## src/rtl/nanov_sequencer.sv

```systemverilog
// nanov_sequencer: timing and control sequencer for the bit-serial nanoV core.
// Owns the instruction register, the bit counter (0..31) and the pass number,
// sizes each instruction in 32-clock passes, inserts the memory phase for
// loads/stores, and handshakes with the instruction fetcher.
module nanov_sequencer #(
  parameter logic [31:0] NOP_WORD = 32'h00000013
) (
  input  logic        clk,
  input  logic        rstn,
  input  logic [29:0] fetch_data,
  input  logic        fetch_valid,
  output logic        fetch_ready,
  output logic        fetch_flush,
  input  logic        branch,
  output logic [29:0] instr,
  output logic [29:0] next_instr,
  output logic [4:0]  counter,
  output logic [2:0]  cycle,
  output logic        shift_data_out,
  output logic        mem_req,
  output logic        mem_we,
  input  logic        mem_ack,
  output logic        instr_retired
);

  localparam logic [1:0] ST_IDLE      = 2'd0;
  localparam logic [1:0] ST_EXEC      = 2'd1;
  localparam logic [1:0] ST_MEM_WAIT  = 2'd2;
  localparam logic [1:0] ST_MEM_SHIFT = 2'd3;

  localparam logic [29:0] NOP_INSTR = NOP_WORD[31:2];

  logic [1:0]  state_q, state_d;
  logic [29:0] instr_q, instr_d;
  logic [4:0]  counter_q, counter_d;
  logic [2:0]  cycle_q, cycle_d;
  logic        bubble_q, bubble_d;
  logic        flush_q;

  // instr_q holds bits [31:2], so ISA bit k sits at index k-2.
  logic [4:0] opc;      // ISA bits [6:2]
  logic [1:0] f3_lo;    // ISA bits [13:12]
  assign opc   = instr_q[4:0];
  assign f3_lo = instr_q[11:10];

  logic is_jmp, is_branch, is_shift, is_load, is_store, is_mem;
  logic [2:0] last_pass;
  logic last_bit, mem_start, retire_slot;

  assign is_jmp    = (opc[4:2] == 3'b110) && opc[0];
  assign is_branch = (opc == 5'b11000);
  assign is_shift  = !opc[4] && opc[2] && (opc[1:0] == 2'b00) && (f3_lo == 2'b01);
  assign is_load   = (opc == 5'b00000);
  assign is_store  = (opc == 5'b01000);
  assign is_mem    = is_load || is_store;

  // Index of the final EXEC pass; stores never finish in EXEC.
  assign last_pass = is_load ? 3'd2 : (is_jmp || is_branch || is_shift) ? 3'd1 : 3'd0;

  assign last_bit    = (counter_q == 5'd31);
  assign mem_start   = is_mem && (cycle_q == 3'd0);
  assign retire_slot = last_bit &&
                       (((state_q == ST_EXEC) && !mem_start && (cycle_q >= last_pass)) ||
                        ((state_q == ST_MEM_SHIFT) && is_store));

  // Word the core would pick up at a consume clock; starved fetch yields a NOP.
  assign next_instr = fetch_valid ? fetch_data : NOP_INSTR;

  // In IDLE the flush clock must not swallow a stale prefetched word.
  assign fetch_ready    = ((state_q == ST_IDLE) && !flush_q) || retire_slot;
  assign instr_retired  = retire_slot && !bubble_q;
  assign mem_req        = (state_q == ST_MEM_WAIT);
  assign mem_we         = (state_q == ST_MEM_WAIT) && is_store;
  assign shift_data_out = (state_q == ST_MEM_SHIFT);
  assign fetch_flush    = flush_q;
  assign instr          = instr_q;
  assign counter        = counter_q;
  assign cycle          = cycle_q;

  // Next-state logic for sequencing state, counter, pass and instruction register.
  always_comb begin
    state_d   = state_q;
    instr_d   = instr_q;
    counter_d = counter_q;
    cycle_d   = cycle_q;
    bubble_d  = bubble_q;
    case (state_q)
      ST_IDLE: begin
        counter_d = 5'd0;
        cycle_d   = 3'd0;
        if (fetch_valid && !flush_q) begin
          instr_d  = fetch_data;
          bubble_d = 1'b0;
          state_d  = ST_EXEC;
        end
      end
      ST_EXEC: begin
        counter_d = counter_q + 5'd1;
        if (last_bit) begin
          if (mem_start) begin
            state_d   = ST_MEM_WAIT;
            cycle_d   = 3'd1;
            counter_d = 5'd0;
          end else if (retire_slot) begin
            instr_d  = next_instr;
            bubble_d = !fetch_valid;
            cycle_d  = 3'd0;
          end else begin
            cycle_d = cycle_q + 3'd1;
          end
        end
      end
      ST_MEM_WAIT: begin
        counter_d = 5'd0;
        cycle_d   = 3'd1;
        if (mem_ack) state_d = ST_MEM_SHIFT;
      end
      default: begin
        counter_d = counter_q + 5'd1;
        if (last_bit) begin
          state_d = ST_EXEC;
          if (is_load) begin
            cycle_d = 3'd2;
          end else begin
            instr_d  = next_instr;
            bubble_d = !fetch_valid;
            cycle_d  = 3'd0;
          end
        end
      end
    endcase
  end

  // State registers with synchronous active-low reset; flush is branch delayed one clock.
  always_ff @(posedge clk) begin
    if (!rstn) begin
      state_q   <= ST_IDLE;
      instr_q   <= NOP_INSTR;
      counter_q <= 5'd0;
      cycle_q   <= 3'd0;
      bubble_q  <= 1'b1;
      flush_q   <= 1'b0;
    end else begin
      state_q   <= state_d;
      instr_q   <= instr_d;
      counter_q <= counter_d;
      cycle_q   <= cycle_d;
      bubble_q  <= bubble_d;
      flush_q   <= branch;
    end
  end

endmodule

```

## config.mk

```make
export PLATFORM = sky130hd
export DESIGN_NAME = nanov_sequencer
export DESIGN_NICKNAME = d
export VERILOG_FILES = /design/src/rtl/nanov_sequencer.sv
export SDC_FILE = /design/constraint.sdc
export NUM_CORES = 1
export LEC_CHECK = 0
export CORE_MARGIN = 1.5
export CORE_UTILIZATION = 29
export CTS_BUF_LIST = sky130_fd_sc_hd__clkbuf_2
export CTS_CLUSTER_DIAMETER = 200
export DETAILED_ROUTE_END_ITERATION = 10
export PLACE_DENSITY = 0.67
export SYNTH_ARGS = -nofsm -noshare
export SYNTH_HDL_FRONTEND = slang
export SYNTH_SLANG_ARGS = --single-unit
```

## constraint.sdc

```tcl
create_clock -name clk -period 4.8 [get_ports clk]
set_clock_uncertainty 0.1 [all_clocks]
set_input_delay 0.96 -clock clk [delete_from_list [all_inputs] [get_ports clk]]
set_output_delay 0.96 -clock clk [all_outputs]
set_load 0.03 [all_outputs]
```

Yosys cells after proc, flatten, opt, wreduce, memory -nomap -nowiden
Index checks and enable logic that the tools add are counted.
{ "totals": {"register_bits": 42, "latchBits": 0, "ramBits": 0, "romBits": 0, "input_bits": 35, "word_cells": 90, "mem_count": 0} }
{ "op_classes": {"addsub": 2, "multipliers": 0, "div_mod_pow": 0, "magnitude_cmp": 1, "n_eq_ne": 15, "shifts": 0, "muxes": 32, "bitwise_logic": 1, "reduce_logical": 33} }
{ "op_table": {"columns": ["op", "count"], "rows": [
  ["$mux 30", 7],
  ["$pmux 30 s3", 1],
  ["$mux 2", 7],
  ["$logic_and 1x1->1", 13],
  ["$mux 3", 4],
  ["$eq 5x5->1 const B", 2],
  ["$mux 5", 2],
  ["$pmux 5 s2", 1],
  ["$pmux 3 s3", 1],
  ["$ne 2x2->1 const B", 4],
  ["$mux 1", 7],
  ["$reduce_and 7->1", 1],
  ["$pmux 2 s3", 1],
  ["$add 5x1->5 const B", 1],
  ["$eq 5x4->1 const B", 1],
  ["$logic_not 1->1", 5],
  ["$logic_not 5->1", 1],
  ["$logic_or 1x1->1", 5],
  ["$reduce_and 5->1", 1],
  ["$eq 2x1->1 const B", 2],
  ["$eq 2x2->1 const B", 2],
  ["$logic_not 2->1", 2],
  ["$ne 2x1->1 const B", 2],
  ["$add 3x1->3 const B", 1],
  ["other kinds (10)", 10]
]} }

Depth between registers and ports, before layout
Gate-level depths: netlist of run 1.
{ "logic_depth": {"word_depth": 15, "mapped_depth": 11, "mapped_depth_nobuf": 9} }

Worst setup path after synthesis of run 1
OpenSTA, ideal clock, no wires.
{ "synth_timing": {"kind": "register to output", "from": "register instr_q[0] (netlist: instr[0])", "to": "output port fetch_ready", "t_arrival_ns": 2.141, "t_required_ns": 3.740, "slack_ns": 1.599, "path_stages_with_launch": 10, "path_cell_list": "dfxtp_1 -> nand2b_1 -> nand3_1 -> o21ai_0 -> ha_1 -> nand2b_1 -> a211oi_2 -> o21ai_0 -> nand2_1 -> o21ai_0"} }
{ "synth_via": {"elab_chain_cells": 11} }
{ "synth_rtl": {"columns": ["item", "line", "source"], "rows": [
  ["start, declared", "34", "logic [29:0] instr_q, instr_d;"],
  ["start signal, assigned", "145", "instr_q <= instr_d;"],
  ["parallel branches: the longest is 8 deep, another holds $ge 3x2->1", null, null],
  ["$logic_or 1x1->1 (*)", "63", "(((state_q == ST_EXEC) && !mem_start && (cycle_q >= last_pass)) ||"],
  ["$logic_and 1x1->1 (*)", "62", "assign retire_slot = last_bit &&"],
  ["$logic_or 1x1->1 (*)", "70", "assign fetch_ready = ((state_q == ST_IDLE) && !flush_q) || retire_slot;"],
  ["end, declared", "12", "output logic fetch_ready,"]
]} }
Every way passes the cells marked *.

Worst setup path after layout of run 1
Same ends and word-level chain as after synthesis.

==> results of run 1 <==
==> layer usage <==
| metal | share of wire | wire length (µm) | global-route usage | vias to the layer above |
|---|---|---|---|---|
| met1 | 0.45 | 2830 | 0.214 | 1014 |
| met4 | 0.011 | 69 | 0.0476 | 0 |
| met2 | 0.45 | 2850 | 0.232 | 76 |
| met3 | 0.082 | 516 | 0.0554 | 7 |
| met5 | 0 | 0 | 0 | - |
| li1 | - | - | - | 1140 |
==> how the worst min path moves through the flow <==
stage,start,endpoint,cells past startpoint
after global placement,counter[0]$_SDFF_PN0_,counter[0]$_SDFF_PN0_,1
after detailed placement,instr[29]$_SDFFE_PN0P_,instr[29]$_SDFFE_PN0P_,2
after floorplan,bubble_q$_SDFFE_PN1P_,bubble_q$_SDFFE_PN1P_,2
final,instr[29]$_SDFFE_PN0P_,instr[29]$_SDFFE_PN0P_,2
after global routing,instr[7]$_SDFFE_PN0P_,instr[7]$_SDFFE_PN0P_,2
after CTS,instr[29]$_SDFFE_PN0P_,instr[29]$_SDFFE_PN0P_,2
==> cells in the final DEF (no fill, tap or decap), types with 2 or more instances in the layout <==
master / Yosys / final
a21oi_1: 7 / 7
and2_1: 30 / 30
and3_1: 2 / 2
buf_4: 1 / 4
clkbuf_2: 0 / 5
clkdlybuf4s50_1: 0 / 107
dfxtp_1: 42 / 42
ha_1: 11 / 11
inv_1: 12 / 12
nand2_1: 64 / 64
nand2b_1: 7 / 7
nand3_1: 6 / 6
nand4b_1: 2 / 2
nor2_1: 9 / 9
o211ai_1: 2 / 2
o21ai_0: 9 / 9
o22ai_1: 28 / 28
==> power breakdown <==
part           internal, W  switching (W)  total (W)
clock            0.0000386       0.000129   0.000167
combinational     0.000396       0.000579   0.000975
sequential        0.000462      0.0000886   0.000551
==> Yosys cell counts (all sizes together) (2+ instances only) <==
library cell | number | area share
a21oi | 8 | 0.020
and2 | 30 | 0.087
and3 | 2 | 0.0058
buf | 6 | 0.018
clkbuf | 10 | 0.017
dfxtp | 42 | 0.39
ha | 11 | 0.064
inv | 12 | 0.021
nand2 | 64 | 0.11
nand2b | 7 | 0.020
nand3 | 6 | 0.014
nand4b | 2 | 0.0081
nor2 | 9 | 0.016
o211ai | 2 | 0.0070
o21ai | 11 | 0.027
o21ba | 2 | 0.0093
o22ai | 28 | 0.081
==> worst max-delay path, stage by stage, from the launching register on <==
cell and delay, ns:
dfxtp_1 0.42, nor4b_1 0.31, nand3b_1 0.10, o21ai_0 0.08
ha_1 0.24, nand2b_1 0.16, a211oi_2 0.35, o21ai_0 0.14
nand2_1 0.11, o21ai_0 0.08, clkdlybuf4s50_1 0.59
==> state kept, by name, summed over array words and instances, names as in the netlist <==
name         cells
bubble_q         1
state_q          2
fetch_flush      1
cycle            3
counter          5
instr           30
==> metrics by stage <==
step	worst slack, ns	instances	hold slack (ns)	instance area [µm²]	utilization
floorplan	1.60	273	0.397	2160	-
global placement	1.15	468	0.348	3310	0.459
detailed placement	1.04	468	0.358	3310	0.459
CTS	0.678	476	0.386	3360	0.466
global route	0.419	476	0.406	3360	0.466
finish	0.707	476	0.384	3360	0.466
==> logic make-up (layout without fill, tap and decap cells) <==
| logic type | after synthesis | after routing | share of synthesized area |
|---|---|---|---|
| compound gates | 62 | 62 | 0.189 |
| xor+xnor | 2 | 2 | 0.00811 |
| fa+ha+maj | 11 | 11 | 0.0637 |
| buf+inv | 28 | 132 | 0.0562 |
| flops | 42 | 42 | 0.389 |
| mux | 1 | 1 | 0.00464 |
| simple gates | 127 | 127 | 0.289 |
==> area by class of cell <==
cell class,count,area (µm²),share of cell area
Inverter,12,45.0,0.0134
Sequential cell,42,841,0.250
Timing Repair Buffer,112,1110,0.329
Clock buffer,5,25.0,0.00744
Tap cell,99,124,0.0368
Multi-Input combinational cell,203,1200,0.356
Clock inverter,3,25.0,0.00744
==> impl_metrics.tcl, run 1 <==
set metrics [dict create \
    first_global_vias 2049 \
    criticalPathCategory "reg -> out" \
    grt_antenna_before_repair 0 \
    synth-async-reset-ratio 0 \
    peakVddDrop_mv 0.251 \
    cp.arrival_ns 3.03 \
    ant_nets 0 \
    setup_viol 0 \
    drt-initial-drc-count 112 \
    power_w 0.00169 \
    gr-total-overflow 0 \
    syn_nets 319 \
    dieArea_um2 7970 \
    drc 0 \
    synthCells 273 \
    clk_pin_slew_ns 0.25 \
    hpwl_um 4610 \
    tightest_slew_ns 0.641 \
    vias 2237 \
    fin_setup_tns_ns 0 \
    regToRegSetupSlack_ns 1.72 \
    diodes 0 \
    area_delta_synth_final_pct 55.7 \
    clk_path_buf_depth 2 \
    cp-end-kind "primary output" \
    rsz0062_at_grt "no" \
    synth_seq_cells 42 \
    cts_hold_buf 0 \
    nets 422 \
    synthFlopType "dfxtp_1" \
    boundaryPins 109 \
    coreArea_um2 7210 \
    cts-resized-gates 0 \
    drv_slew 0 \
    numCtsBuffers 5 \
    grt_max_degree 40 \
    relSlewSlack 0.573 \
    syn_area_um2 2160 \
    die_w_um 89.3 \
    grt_pass1_wl_um 9760 \
    finalCritPeriodShare 0.853 \
    synth_enable_flop_cells 0 \
    start_util 0.299 \
    synth_area_per_cell_um2 7.91 \
    drt-pass1-iter-count 4 \
    n_fill_cell 738 \
    htreeDepth 2 \
    r2r_end "instr[2]$_SDFFE_PN1P_" \
    io_buffers 108 \
    total_leakage_power_nw 1.25 \
    synth-seq-area-share 0.389 \
    cp-endpoint "fetch_ready" \
    critPathLaunch "instr[0]$_SDFFE_PN0P_" \
    synth.distinct_cells 44 \
    cts-root-buf "clkbuf_2" \
    fin_crit_ns 4.09 \
    cts_tree "built" \
    cp_max_fo 6 \
    cts_sinks 42 \
    grt_use_total 0.156 \
    fp.dieH_um 89.3 \
    fmax_ghz 0.244 \
    status "complete, no violations" \
    hold_viol 0 \
    hold_path_class "reg -> reg" \
    drt-total-wl_um 6260 \
    r2r_cells 9 \
    startpoint_type "flop" \
    rows 31 \
    routedWlPerCell_um 13.1 \
    synthesis.yosys.warnings 0 \
    clock_latency_ns 0.43 \
    drive_gt1_frac 0.0557 \
    cap_violations 0 \
    r2r_start "counter[0]$_SDFF_PN0_" \
    place.gp.congestion 0.875 \
    required_ns 3.74 \
    post_cts_buffers 0 \
    vias_per_cell 4.70 \
    powerDensity_nw_per_um2 503 \
]
(Power assumes the default switching activity.)
==> run 2: changes to the inputs <==
Settings changed: ABC_AREA set to 1, CTS_BUF_LIST sky130_fd_sc_hd__clkbuf_2 to sky130_fd_sc_hd__clkbuf_16, CTS_CLUSTER_SIZE set to 10, PLACE_DENSITY 0.67 to 0.65.
==> impl_metrics.tcl, run 2 <==
set metrics [dict create \
    status "complete, no violations" \
    required_ns 3.74 \
    synth_top_area_frac 0.332 \
    routedWlPerCell_um 10.5 \
    numCtsBuffers 5 \
    cts-resized-gates 0 \
    clk_path_buf_depth 2 \
    powerDensity_nw_per_um2 497 \
    synthesis.yosys.warnings 0 \
    hold_path_class "reg -> reg" \
    crit_path_frequent_cell "clkdlybuf4s50_1" \
    hpwl_um 4900 \
    grt_use_total 0.145 \
    drc 0 \
    boundaryPins 109 \
    cts_tree "built" \
    synth_area_per_cell_um2 6.02 \
    fin_crit_ns 3.85 \
    place_area_um2 3660 \
    grt_pass1_wl_um 10600 \
    layout_commonest_cell "clkdlybuf4s50_1" \
    htreeDepth 2 \
    yosysTopAreaCell "dfxtp_1" \
    first_global_vias 2356 \
    grt_max_degree 61 \
    dieArea_um2 9300 \
    io_buffers 108 \
    cts-root-buf "clkbuf_16" \
    place.gp.congestion 0.849 \
    drt-initial-drc-count 99 \
    cts_hold_buf 0 \
    vias 2609 \
    critPathMaxStageDelay_ns 0.66 \
    crit_slowest_cell "clkdlybuf4s50_1" \
    drv_slew 0 \
    synth_enable_flop_cells 0 \
    synth-seq-area-share 0.332 \
    post_cts_buffers 0 \
    cp.arrival_ns 2.79 \
    rows 33 \
    finalCritPeriodShare 0.803 \
    clock_latency_ns 0.28 \
    syn_area_um2 2530 \
    area_delta_synth_final_pct 51.0 \
    die_w_um 96.4 \
    power_w 0.00190 \
    grt_antenna_before_repair 0 \
    tightest_slew_ns 0.649 \
    coreArea_um2 8340 \
    fp.dieH_um 96.4 \
    gr-total-overflow 0 \
    startpoint_type "input pin" \
    fmax_ghz 0.259 \
    nets 567 \
    criticalPathCategory "in -> out" \
    synth_common_cells "inv_1, nor2_1, nand2_1, dfxtp_1, ha_1" \
    drive_gt1_frac 0.0595 \
    diodes 0 \
    synthCells 421 \
    synth_seq_cells 42 \
    final_cell_mix "clkdlybuf4s50_1, inv_1, nor2_1" \
    cap_violations 0 \
    start_util 0.304 \
    syn_nets 467 \
    ant_nets 0 \
    peakVddDrop_mv 0.198 \
    setup_viol 0 \
    total_leakage_power_nw 2.05 \
    drt-pass1-iter-count 4 \
    rsz0062_at_grt "no" \
    synth-async-reset-ratio 0 \
    synth.area.top_cells "dfxtp_1, inv_1, nor2_1" \
    hold_viol 0 \
    relSlewSlack 0.568 \
    n_fill_cell 870 \
    synth.distinct_cells 28 \
    cp_cell_sequence "clkdlybuf4s50_1 > buf_4 > nand2_1 > inv_1 > clkdlybuf4s50_1" \
    vias_per_cell 4.17 \
    cp_max_fo 27 \
    clk_pin_slew_ns 0.05 \
    cp-end-kind "primary output" \
    fin_setup_tns_ns 0 \
    synthFlopType "dfxtp_1" \
    cts_sinks 42 \
    stdcell_area_um2 3820 \
    largest_reg_flops 30 \
    drt-total-wl_um 6580 \
]
## run 2: logic make-up (layout without fill, tap and decap cells)
group                      after synthesis  in the layout  synth area share
and+or+nand+nor                        221            221             0.357
buffers and inverters                  122            222             0.196
DFF                                     42             42             0.332
AOI/OAI and AO/OA                       22             22            0.0504
adders and majority gates               11             11            0.0543
xor gates and xnor gates                 3              3            0.0104
## run 2: area by class of cell
cell class	instances	area, µm²	area share
Clock buffer	5	125	0.0327
Clock inverter	2	33.8	0.00884
Inverter	104	390	0.102
Multi-Input combinational cell	257	1200	0.313
Sequential cell	42	841	0.220
Tap cell	105	131	0.0344
Timing Repair Buffer	111	1100	0.289
## run 2: final timing paths
| path | from | endpoint | slack [ns] | depth (start not counted) |
|---|---|---|---|---|
| max | fetch_valid | next_instr[12] | 0.95 | 5 |
| min | counter[0]$_SDFF_PN0_ | counter[0]$_SDFF_PN0_ | 0.37 | 1 |
| max reg2reg | instr[3]$_SDFFE_PN0P_ | instr[20]$_SDFFE_PN0P_ | 2.09 | 15 |
| min reg2reg | counter[0]$_SDFF_PN0_ | counter[0]$_SDFF_PN0_ | 0.37 | 1 |
## run 2: report_power, final
part	total, W	internal, W	switching, W
clock	0.000368	0.000240	0.000128
sequential	0.000507	0.000443	0.0000642
combinational	0.00102	0.000380	0.000645
## run 2: per-layer routing
metal	routed length [µm]	up-vias	track usage
li1	-	1403	-
met1	2860	1125	0.175
met2	3050	74	0.242
met3	591	7	0.0540
met4	70	0	0.0350
met5	0	-	0
## run 2: worst max-delay path, delay by kind of cell
kind	cells	cell delay, ns
and+or+nand+nor	1	0.09
buffers and inverters	4	1.72
## run 2: through the flow
| stage | hold WS (ns) | util | worst slack, ns | cells |
|---|---|---|---|---|
| global route | 0.394 | 0.458 | 0.803 | 626 |
| CTS | 0.371 | 0.458 | 0.915 | 626 |
| floorplan | 0.330 | - | 1.73 | 421 |
| finish | 0.371 | 0.458 | 0.946 | 626 |
| detailed placement | 0.354 | 0.439 | 0.922 | 619 |
| global placement | 0.345 | 0.439 | 0.965 | 619 |
==> run 3: changes to the inputs <==
Clock period 4.8 ns to 4 ns, I/O delays scaled along.
==> impl_metrics.tcl, run 3 (synthesis results as in run 2) <==
set metrics [dict create \
    status "complete, no violations" \
    finalCritPeriodShare 0.883 \
    r2r_cells 15 \
    hold_viol 0 \
    startpoint_type "flop" \
    cp_cell_sequence "inv_1 > o41ai_1 > ha_1 > inv_1 > nand2_1 > nand2_1 > nand2_1 > nand3_2 > nand2_1 > nand2_1 > o21ai_0 > clkdlybuf4s50_1" \
    crit_cells 12 \
    wl_met1_um 3040 \
    fmax_ghz 0.283 \
    place.gp.congestion 0.854 \
    required_ns 3.10 \
    drv_slew 0 \
    boundaryPins 109 \
    nets 569 \
    gr-total-overflow 0 \
    ant_nets 0 \
    cts_tree "built" \
    grt_pass1_wl_um 10700 \
    r2r_end "instr[20]$_SDFFE_PN0P_" \
    grt_use_total 0.147 \
    grt_antenna_before_repair 0 \
    vias_per_cell 4.21 \
    hold_path_class "reg -> reg" \
    fin_setup_tns_ns 0 \
    fp.dieH_um 96.4 \
    die_w_um 96.4 \
    drive_gt1_frac 0.0649 \
    post_cts_buffers 0 \
    route.met3.wl_um 508 \
    drt-initial-drc-count 63 \
    maxUsedRoutingLayer "met4" \
    coreArea_um2 8340 \
    relSlewSlack 0.443 \
    io_buffers 108 \
    crit_slowest_cell "clkdlybuf4s50_1" \
    critPathMaxStageDelay_ns 0.60 \
    total_leakage_power_nw 2.06 \
    critPathLaunch "instr[3]$_SDFFE_PN0P_" \
    final_cell_mix "clkdlybuf4s50_1, inv_1, nor2_1" \
    cp-end-kind "primary output" \
    start_util 0.304 \
    path_buf_inv 3 \
    diodes 0 \
    cts_hold_buf 0 \
    tightest_slew_ns 0.833 \
    grt_max_degree 61 \
    hpwl_um 4980 \
    layout_commonest_cell "clkdlybuf4s50_1" \
    switching_share 0.453 \
    routedWlPerCell_um 10.6 \
    clock_latency_ns 0.28 \
    internal_power_w 0.00122 \
    clk_pin_slew_ns 0.06 \
    first_global_vias 2400 \
    place_area_um2 3690 \
    peakVddDrop_mv 0.218 \
    rows 33 \
    r2r_start "instr[3]$_SDFFE_PN0P_" \
    numCtsBuffers 5 \
    cp-endpoint "fetch_ready" \
    cts_sinks 42 \
    cp.arrival_ns 2.63 \
    n_fill_cell 872 \
    powerDensity_nw_per_um2 581 \
    drt-pass1-iter-count 4 \
    rsz0062_at_grt "no" \
    setup_viol 0 \
    wl_met2_um 3110 \
    regToRegSetupSlack_ns 1.33 \
    drc 0 \
    htreeDepth 2 \
    crit_path_frequent_cell "nand2_1" \
    drt-total-wl_um 6680 \
    power_frac_seq 0.274 \
    clk_path_buf_depth 2 \
    power.share.clock 0.170 \
    fin_crit_ns 3.53 \
    largest_reg_flops 30 \
    critPathTopFamily "buffers and inverters" \
    combinationalPowerShare 0.556 \
    vias 2647 \
    dieArea_um2 9300 \
    cap_violations 0 \
    cts-root-buf "clkbuf_16" \
    stdcell_area_um2 3830 \
    area_delta_synth_final_pct 51.1 \
    switching_power_w 0.00101 \
    cp_max_fo 5 \
    criticalPathCategory "reg -> out" \
    cts-resized-gates 0 \
]
-- run 3: worst min-delay path by stage --
stage	from	to	slack (ns)	depth (start not counted)
after floorplan	bubble_q$_SDFFE_PN1P_	bubble_q$_SDFFE_PN1P_	0.33	2
after global placement	bubble_q$_SDFFE_PN1P_	bubble_q$_SDFFE_PN1P_	0.34	2
after detailed placement	bubble_q$_SDFFE_PN1P_	bubble_q$_SDFFE_PN1P_	0.35	2
after CTS	bubble_q$_SDFFE_PN1P_	bubble_q$_SDFFE_PN1P_	0.36	2
after global routing	counter[0]$_SDFF_PN0_	counter[0]$_SDFF_PN0_	0.40	1
final	bubble_q$_SDFFE_PN1P_	bubble_q$_SDFFE_PN1P_	0.36	2
-- run 3: routing by layer --
| layer | global-route usage | vias to the layer above |
|---|---|---|
| met1 | 0.182 | 1163 |
| met5 | 0 | - |
| met4 | 0.0362 | 0 |
| li1 | - | 1409 |
| met2 | 0.246 | 73 |
| met3 | 0.0477 | 2 |
-- run 3: worst register-to-register path, delay by kind of cell (launching register included) --
family,cells,cell delay (ns)
flops,1,0.36
simple gates,11,1.22
fa+ha+maj,1,0.30
buf+inv,2,0.15
compound gates,1,0.40
-- run 3: power by group through the flow --
stage	clock network (W)	registers [W]	logic (W)
floorplan	0	0.000798	0.000699
CTS	0.000395	0.000611	0.00125
global placement	0	0.000613	0.00123
global route	0.000415	0.000623	0.00139
detailed placement	0	0.000620	0.00125
finish	0.000379	0.000609	0.00124
-- run 3: cell type report --
class                      count  area, µm²  share of cell area
clock inverter                 3       12.5             0.00327
multi-input combinational    257       1200               0.313
tap                          105        131              0.0343
inverter                     104        390               0.102
sequential                    42        841               0.220
timing repair buffer         113       1130               0.295
clock buffer                   5        125              0.0327
-- run 3: per-stage QoR --
step | power [W] | setup WS (ns) | hold WS (ns) | util | std cells
floorplan | 0.00150 | 1.09 | 0.330 | - | 421
global placement | 0.00184 | 0.755 | 0.341 | 0.442 | 621
detailed placement | 0.00187 | 0.773 | 0.346 | 0.442 | 621
CTS | 0.00226 | 0.454 | 0.362 | 0.459 | 629
global route | 0.00243 | 0.267 | 0.399 | 0.459 | 629
finish | 0.00222 | 0.466 | 0.359 | 0.459 | 629
